--- src/rtl/cejmu_pkg.sv ---
// Shared types for the cejmu accumulate/ALU tile.
package cejmu_pkg;

  typedef enum logic [1:0] {
    MODE_ADD  = 2'b00,
    MODE_SUB  = 2'b01,
    MODE_ACC  = 2'b10,
    MODE_LOAD = 2'b11
  } mode_t;

endpackage

--- src/rtl/cejmu_addsub_sat.sv ---
// Combinational WIDTH-bit add/subtract with carry/borrow flag and optional clamp.
module cejmu_addsub_sat #(
  parameter int WIDTH  = 8,
  parameter int SAT_EN = 0
) (
  input  logic [WIDTH-1:0] a,
  input  logic [WIDTH-1:0] b,
  input  logic             sub,
  output logic [WIDTH-1:0] r,
  output logic             ovf
);

  logic [WIDTH:0] raw;

  // One extra bit: carry on add, borrow (a < b) on subtract.
  always_comb begin
    raw = sub ? ({1'b0, a} - {1'b0, b}) : ({1'b0, a} + {1'b0, b});
    ovf = raw[WIDTH];
    r   = raw[WIDTH-1:0];
    if ((SAT_EN != 0) && ovf) begin
      r = sub ? '0 : '1;
    end
  end

endmodule

--- src/rtl/cejmu_accum_alu.sv ---
// Multi-channel add/sub/accumulate unit with valid/ready handshake and a
// single registered result stage.
module cejmu_accum_alu
  import cejmu_pkg::*;
#(
  parameter int WIDTH  = 8,
  parameter int NUM_CH = 4,
  parameter int SAT_EN = 0
) (
  input  logic                      clk,
  input  logic                      rst,
  input  logic                      in_valid,
  output logic                      in_ready,
  input  logic [WIDTH-1:0]          in_a,
  input  logic [WIDTH-1:0]          in_b,
  input  logic [$clog2(NUM_CH)-1:0] in_ch,
  input  logic [1:0]                in_mode,
  input  logic                      clr_all,
  output logic                      out_valid,
  input  logic                      out_ready,
  output logic [WIDTH-1:0]          out_data,
  output logic [$clog2(NUM_CH)-1:0] out_ch,
  output logic                      out_ovf
);

  localparam int CHW = $clog2(NUM_CH);

  logic [WIDTH-1:0] acc_q [NUM_CH];
  logic [WIDTH-1:0] acc_d [NUM_CH];
  logic             out_valid_q, out_valid_d;
  logic [WIDTH-1:0] out_data_q, out_data_d;
  logic [CHW-1:0]   out_ch_q, out_ch_d;
  logic             out_ovf_q, out_ovf_d;

  mode_t            mode;
  logic             accept;
  logic [WIDTH-1:0] acc_rd;
  logic [WIDTH-1:0] op_a, op_b;
  logic             op_sub;
  logic [WIDTH-1:0] res;
  logic             res_ovf;

  assign mode     = mode_t'(in_mode);
  assign in_ready = !out_valid_q || out_ready;
  assign accept   = in_valid && in_ready;

  // A coinciding clr_all makes the accumulator read as zero for this op.
  always_comb begin
    acc_rd = clr_all ? '0 : acc_q[in_ch];
    op_a   = in_a;
    op_b   = in_b;
    op_sub = 1'b0;
    case (mode)
      MODE_SUB:  op_sub = 1'b1;
      MODE_ACC:  begin
        op_a = acc_rd;
        op_b = in_a;
      end
      MODE_LOAD: op_b = '0;
      default:   ;
    endcase
  end

  cejmu_addsub_sat #(
    .WIDTH  (WIDTH),
    .SAT_EN (SAT_EN)
  ) u_addsub (
    .a   (op_a),
    .b   (op_b),
    .sub (op_sub),
    .r   (res),
    .ovf (res_ovf)
  );

  // Clear first, then the accepted op's write-back wins for its own channel.
  always_comb begin
    for (int i = 0; i < NUM_CH; i++) begin
      acc_d[i] = clr_all ? '0 : acc_q[i];
    end
    if (accept && (mode == MODE_ACC || mode == MODE_LOAD)) begin
      acc_d[in_ch] = res;
    end
  end

  always_comb begin
    out_valid_d = out_valid_q;
    out_data_d  = out_data_q;
    out_ch_d    = out_ch_q;
    out_ovf_d   = out_ovf_q;
    if (accept) begin
      out_valid_d = 1'b1;
      out_data_d  = res;
      out_ch_d    = in_ch;
      out_ovf_d   = res_ovf;
    end else if (out_ready) begin
      out_valid_d = 1'b0;
    end
  end

  always_ff @(posedge clk) begin
    if (rst) begin
      for (int i = 0; i < NUM_CH; i++) begin
        acc_q[i] <= '0;
      end
      out_valid_q <= 1'b0;
      out_data_q  <= '0;
      out_ch_q    <= '0;
      out_ovf_q   <= 1'b0;
    end else begin
      for (int i = 0; i < NUM_CH; i++) begin
        acc_q[i] <= acc_d[i];
      end
      out_valid_q <= out_valid_d;
      out_data_q  <= out_data_d;
      out_ch_q    <= out_ch_d;
      out_ovf_q   <= out_ovf_d;
    end
  end

  assign out_valid = out_valid_q;
  assign out_data  = out_data_q;
  assign out_ch    = out_ch_q;
  assign out_ovf   = out_ovf_q;

endmodule

--- config.mk ---
export PLATFORM = sky130hd
export DESIGN_NAME = cejmu_accum_alu
export DESIGN_NICKNAME = d
export VERILOG_FILES = /design/src/rtl/cejmu_pkg.sv /design/src/rtl/cejmu_addsub_sat.sv /design/src/rtl/cejmu_accum_alu.sv
export SDC_FILE = /design/constraint.sdc
export NUM_CORES = 1
export LEC_CHECK = 0
export ABC_AREA = 1
export ABC_CLOCK_PERIOD_IN_PS = 3300
export CORE_ASPECT_RATIO = 1.2
export CORE_MARGIN = 2
export CORE_UTILIZATION = 30
export DETAILED_ROUTE_END_ITERATION = 6
export PLACE_DENSITY = 0.58
export SKIP_CTS_REPAIR_TIMING = 1
export SLEW_MARGIN = 10
export SYNTH_ARGS = -nofsm -noshare
export SYNTH_HDL_FRONTEND = slang
export SYNTH_HIERARCHICAL = 1
export SYNTH_SLANG_ARGS = --single-unit
export TNS_END_PERCENT = 10
--- constraint.sdc ---
create_clock -name clk -period 3.3 [get_ports clk]
set_input_delay 0.825 -clock clk [delete_from_list [all_inputs] [get_ports clk]]
set_output_delay 0.825 -clock clk [all_outputs]
set_load 0.02 [all_outputs]
=== Yosys cells after proc, flatten, opt, wreduce, memory -nomap -nowiden ===
Memory sizes are Yosys's and may differ from the RTL's.
Cells that the tools add are included.
Widths: inputs -> output; s select.

* Flip-flop bits (word level): 12
* Word-level logic and storage cells: 46
* Bits of input ports: 25
* Memories kept: 1
* Output and inout port bits: 13
* Memory bits (writable): 32

* Bitwise gates (word level): 5
* Reductions and logical operators: 7
* Equal/unequal tests: 3
* Multiplexer cells: 22
* Add/subtract/negate cells: 2
* Magnitude comparators: 2

{| class="wikitable"
|+ Memories
! name !! depth !! bits a word !! rd ports !! clocked after memory_dff !! wr ports !! RTL line !! RTL
|-
| acc_q || 4 || 8 || 5 || 0 || 4 || cejmu_accum_alu.sv:28 || <nowiki>logic [WIDTH-1:0] acc_q [NUM_CH];</nowiki>
|}

{| class="wikitable"
|+ Operator list
! cell !! number
|-
| $mux 8 || 11
|-
| $bwmux 32 || 1
|-
| $mux 32 || 1
|-
| $demux 8 s2 || 1
|-
| $pmux 8 s2 || 1
|-
| $add 8x8->9 || 1
|-
| $mux 9 || 1
|-
| $sub 8x8->9 || 1
|-
| $mux 1 || 6
|-
| $eq 2x2->1 const B || 2
|-
| $or 1x1->1 || 4
|-
| $ge 3x3->1 const B || 1
|-
| $logic_and 1x1->1 || 3
|-
| $lt 3x1->1 const B || 1
|-
| $not 2->3 || 1
|-
| $eq 2x1->1 const B || 1
|-
| $logic_or 1x1->1 || 2
|-
| $reduce_bool 2->1 || 1
|-
| $logic_not 1->1 || 1
|}

=== Longest topological paths before layout ===
* Depth after elaboration: 8
* Depth in mapped cells: 22
* Mapped depth without buffers: 21

=== Hierarchy ===
Netlist, hierarchy kept.

{| class="wikitable"
|+ Modules (own cells, without submodules)
! module !! times used !! cells each !! area an instance (sq um) !! seq. area each (sq um)
|-
| cejmu_accum_alu || 1 || 467 || 2662.6 || 880.8
|-
| cejmu_addsub_sat || 1 || 119 || 628.1 || 0.0
|}

=== Worst setup path after synthesis ===
No wires, ideal clock.

* Kind: input-to-reg
* Start: input port in_mode[1]
* End: memory acc_q[1][4]
* Required time: 3230 ps
* Path buffers: 1
* Arrival: 3094 ps
* Setup slack: 135 ps
* Stages on the path: 18
* Library setup time: 70 ps
* Cells stage by stage: buf_1 inv_1 nand2_1 nand2_1 inv_1 ha_1 inv_1 o21ai_0 fa_1 inv_1 nand2_1 nand2_1 nand2_1 xnor2_1 nand3_1 nand2_1 nand2_1 a21oi_1

{| class="wikitable"
|+ RTL lines
! what !! RTL line !! RTL
|-
| start: declaration || cejmu_accum_alu.sv:17 || <nowiki>input logic [1:0] in_mode,</nowiki>
|-
| end: declaration || cejmu_accum_alu.sv:28 ||
|}

==> out/qor.yml <==
placement:
  gp_congestion: 0.867
  dpl.hpwl_um: 7300
  dp_cells: 784
  dpl_cell_area_mm2: 0.00412
  port_buffers: 37
timing:
  worst_pin_slew_ns: 0.508
  fin_crit_ns: 3.17
  hold_viol: 0
  setup_viol: 0
  clock_skew_ns: 0.00585
  holdWs_ns: 0.463
  slew_violations: 0
  rsz0062_at_grt: "true"
  post-route-period-util: 0.959
  fmax_mhz: 316
  relSlewSlack: 0.661
synthesis:
  avgSynthCellArea_um2: 5.62
  ys_top_cells_by_area: "nand2_1 (31%), dfxtp_1 (27%), inv_1 (7.3%)"
  yosys_most_used_dff: "dfxtp_1"
  synth-seq-cells: 44
  synth_top_area_frac: 0.306
  ys_async_sr_fraction: 0
  synthDistinctLibCells: 27
  yosys-top-cells-count: "nand2_1 (268), inv_1 (64), a21oi_1 (47), nand3_1 (47), dfxtp_1 (44)"
  yosysWarnings: 6
  synthesis.area_mm2: 0.00329
  synth_edf_count: 0
  synth_seq_area_share: 0.268
  synth_fp_nets: 621
  synth.most_common_cell: "nand2_1"
  yosys.area.top_type: "nand2_1"
  postSynthCellCount: 586
floorplanning:
  die_h_um: 119
  start_util: 0.310
  die-area_mm2: 0.0118
  ios: 38
  rows: 41
  dieWidth_um: 99.6
  core_area_mm2: 0.0106
route:
  ant_nets: 0
  drc: 0
  routed_wl_um: 10200
  dr.pass1.iters: 5
  post_drt_wl_per_cell_um: 12.8
  vias: 3766
  avgViaCountPerCell: 4.72
  first_iter_violations: 171
finish:
  final_area_mm2: 0.00449
  syn_to_final_growth_pct: 36.5
  final_layout_size_suffix_gt1_frac: 0.179
  final_core_util: 0.423
  antenna_cells: 0
  fin_cells: 798
  fin_nets: 703
pwr:
  ir_drop_v: 0.000217
  power_w: 0.00187
  p_leak_nw: 2.07
  p_per_area_mw_per_mm2: 415
global_route:
  grt_start_max_net_pins: 45
  grt_pass1_wl_um: 16900
  grt_usage: 0.173
  grt_pass1_vias: 3603
  grt-ovfl-total: 0
  antenna_found_initial: 0
critical_path:
  cp.required_ns: 3.52
  critical_path_class: "in2reg"
  crit_path_start_kind: "input pin"
  r2r_slack_ns: 1.03
  cp.arrival_ns: 3.38
  cp_max_fo: 6
  cp-end-kind: "flip-flop"
clocking:
  cts_root_buf: "clkbuf_16"
  clk_latency_ns: 0.29
  numCtsBuffers: 5
  h-tree-depth: 2
  tritoncts: "done"
  cts_sinks: 44
  cts.clk_slew.worst_paths_ns: 0.06
  clock_path_buffers: 2
flow_run:
  maxCapViolations: 0
worst_hold_path:
  hold_class: "reg2reg"
outcome:
  outcome: "finished clean"
==> layer usage <==
| metal | track usage | vias up | share of wire |
|---|---|---|---|
| met5 | 0 | - | 0 |
| met4 | 0.0505 | 0 | 0.015 |
| met3 | 0.0154 | 12 | 0.046 |
| met2 | 0.303 | 106 | 0.50 |
| met1 | 0.224 | 1681 | 0.44 |
| li1 | - | 1967 | - |
==> worst max-delay path, cell delays in order <==
cell             delay, ns
clkdlybuf4s50_1       0.41
inv_2                 0.12
nand3_2               0.07
nand2_1               0.11
inv_2                 0.06
buf_4                 0.12
nand2_1               0.07
nand2_2               0.09
xnor2_1               0.16
inv_1                 0.08
ha_4                  0.27
buf_4                 0.11
nand2_1               0.07
nor2_1                0.11
nand2_1               0.08
nand2_1               0.08
nand2_2               0.06
nand2_4               0.11
nand3_2               0.08
nand2_1               0.08
nand2_1               0.07
a21oi_2               0.15
==> cell usage in the layout (no fill, tap or decap), types with 3 or more instances in the layout <==
cell type / synthesis / layout
nand2_1: 268 / 258
nand4_1: 9 / 9
dfxtp_1: 44 / 44
ha_1: 9 / 4
clkbuf_16: 0 / 5
nand3_1: 47 / 45
a21oi_1: 47 / 42
inv_1: 64 / 63
dlymetal6s2s_1: 0 / 3
o21ai_2: 2 / 3
clkdlybuf4s50_1: 0 / 34
nand3_2: 2 / 4
buf_4: 10 / 63
nand2_2: 5 / 14
xnor2_1: 5 / 3
nand3b_1: 3 / 3
ha_4: 0 / 5
nor2_2: 1 / 5
nor2_1: 43 / 38
a21oi_2: 0 / 5
inv_2: 2 / 4
==> metrics by stage <==
| stage | TNS, ns | worst slack [ns] |
|---|---|---|
| after floorplan | 0 | 0.135 |
| after global placement | -8.36 | -0.401 |
| after detailed placement | -12.92 | -0.541 |
| after CTS | -3.53 | -0.250 |
| after global routing | -0.143 | -0.0509 |
| final | 0 | 0.134 |
==> cells by family (layout without fill, tap and decap cells) <==
| logic type | Yosys count | in the layout | share of synthesized area |
|---|---|---|---|
| AND/OR/NAND/NOR | 379 | 379 | 0.470 |
| adder cells (fa/ha/maj) | 10 | 10 | 0.0403 |
| multiplexers | 1 | 1 | 0.00304 |
| buffers and inverters | 95 | 178 | 0.124 |
| AO/OA/AOI/OAI | 51 | 51 | 0.0798 |
| XOR/XNOR | 6 | 6 | 0.0160 |
| flip-flops | 44 | 44 | 0.268 |
==> flip-flops by register name, summed over array words and instances, names as in the netlist <==
name	count
acc_q	32
out_valid	1
out_ch	2
out_data	8
out_ovf	1
==> report_power, final <==
| part | switching, W | internal, W |
|---|---|---|
| clock network | 0.000212 | 0.000302 |
| logic | 0.000414 | 0.000365 |
| registers | 0.0000144 | 0.000559 |
| total | 0.000641 | 0.00123 |
==> path summary, 6_finish.rpt <==
kind	from	endpoint	cells past startpoint
worst max-delay path	in_mode[0]	acc_q[2][7]	22
worst min-delay path	out_data[2]	out_data[2]	2
worst max register to register	acc_q[1][0]	acc_q[2][4]	17
worst min register to register	out_data[2]	out_data[2]	2
==> cell type report <==
cell class,count,area (µm²)
fillers,1128,6130
multi-input cells,447,2170
flip-flops and latches,44,881
clock buffers,7,143
clock inverters,1,7.51
well taps,129,161
inverters,69,264
repair buffers,101,862
Power figures use the tool's default switching activity.
==> variant (same settings) <==
Set the parameter `NUM_CH` to 8 (it was 4).
--- a/src/rtl/cejmu_accum_alu.sv
+++ b/src/rtl/cejmu_accum_alu.sv
@@ -4,7 +4,7 @@
   import cejmu_pkg::*;
 #(
   parameter int WIDTH  = 8,
-  parameter int NUM_CH = 4,
+  parameter int NUM_CH = 8,
   parameter int SAT_EN = 0
 ) (
   input  logic                      clk,
Ports: changed (resized in_ch and out_ch); port bits go from 38 to 40. The function was not compared with the original's and may differ.
==> variant against the original RTL <==
Maximum frequency increased by 1.2%. Via count increased by 32%. Synthesized cell count increased by 35%. Routed wire length increased by 42%. Worst setup slack improved by 0.037 ns. Die area increased by 40%. Non-clock buffer count increased by 20. Area after synthesis increased by 42%. Final area increased by 39%. Critical endpoint is now acc_q[4][4]. Total power increased by 50%. Sequential cell count increased by 33. Global-route usage increased by 0.55 points. First-iteration DRC count increased by 98%.
==> variant: results (changes against the original RTL) <==
[synth]
synthAdderAreaFrac_pct = 2.836  ; -1.2 points
ys_types = 30  ; +11%
yosys-top-cells-area = dfxtp_1 33%, nand2_1 16%, nor2_1 15%
synth.top_cells.by_count = 197 x nand2_1, 182 x nor2_1, 113 x inv_1
synth_mux_area_share_pct = 0.2141  ; -0.090 points
synthXorXnorAreaFrac_pct = 1.124  ; -0.47 points

[layout]
num-fill-cells = 1675  ; +48%
clockBufferCount = 10  ; +3
clk_share_pct = 4.298  ; +0.96 points
fin_nets = 926  ; +32%
buffer_area_share_pct = 17.03  ; -2.2 points
largest_reg_flops = 64  ; +100%
multi_input_gates = 563  ; +26%
regArea_mm2 = 0.001541  ; +75%

[critical_path]
cp.arrival_ns = 3.41  ; +0.03 ns
max_stage_delay_ns = 0.48  ; +0.07 ns

[outcome]
status = finished clean

[route]
wl_per_cell_um = 13.17  ; +3.1%
dr_total_vias = 4955  ; +32%
avgViaCountPerCell = 4.496  ; -4.7%
first_iter_violations = 339  ; +98%

[placed_design]
pre_cts_slack_ns = -0.6136  ; -0.07269 ns
hpwl_mm = 10.69  ; +46%
io_buffers = 39  ; +5.4%
gp_congestion = 0.8775  ; +1.2%
placedCellCount = 1083  ; +38%

[global_route]
grt_usage_pct = 17.84  ; +0.55 points

[power_and_ir_drop]
p_per_area_mw_per_mm2 = 450.7  ; +8.5%
p_leak_nw = 3.069  ; +49%

[sta]
slew_headroom_pct = 61.63  ; -4.5 points

## variant: cell count changes after synthesis, sizes merged, moves of 20 or more
cell and delta:
nor2 +147, dfxtp +33, o21ai +69, nand2 -73, inv +48, a21oi -20
## variant: final timing paths
path / startpoint / endpoint / slack (ns) / depth (start not counted)
max reg2reg: acc_q[7][0] / acc_q[2][2] / 0.90 / 15
min reg2reg: out_data[1] / out_data[1] / 0.48 / 2
min: out_data[1] / out_data[1] / 0.48 / 2
max: in_mode[0] / acc_q[4][4] / 0.17 / 19
## variant: metal layers
metal  wire length [um]  vias to the layer above  part of all wire (%)  track usage [%]
met4                469                        0                   3.2            6.785
met1               6753                     2175                    47            23.67
met5                  0                        -                     0                0
met3                677                       28                   4.7            2.791
li1                   -                     2606                     -                -
met2               6615                      146                    46            29.22
## variant: power by group
group / internal [mW] / switching, mW
logic: 0.397 / 0.530
registers: 0.958 / 0.0114
clock network: 0.508 / 0.403
total: 1.86 / 0.944
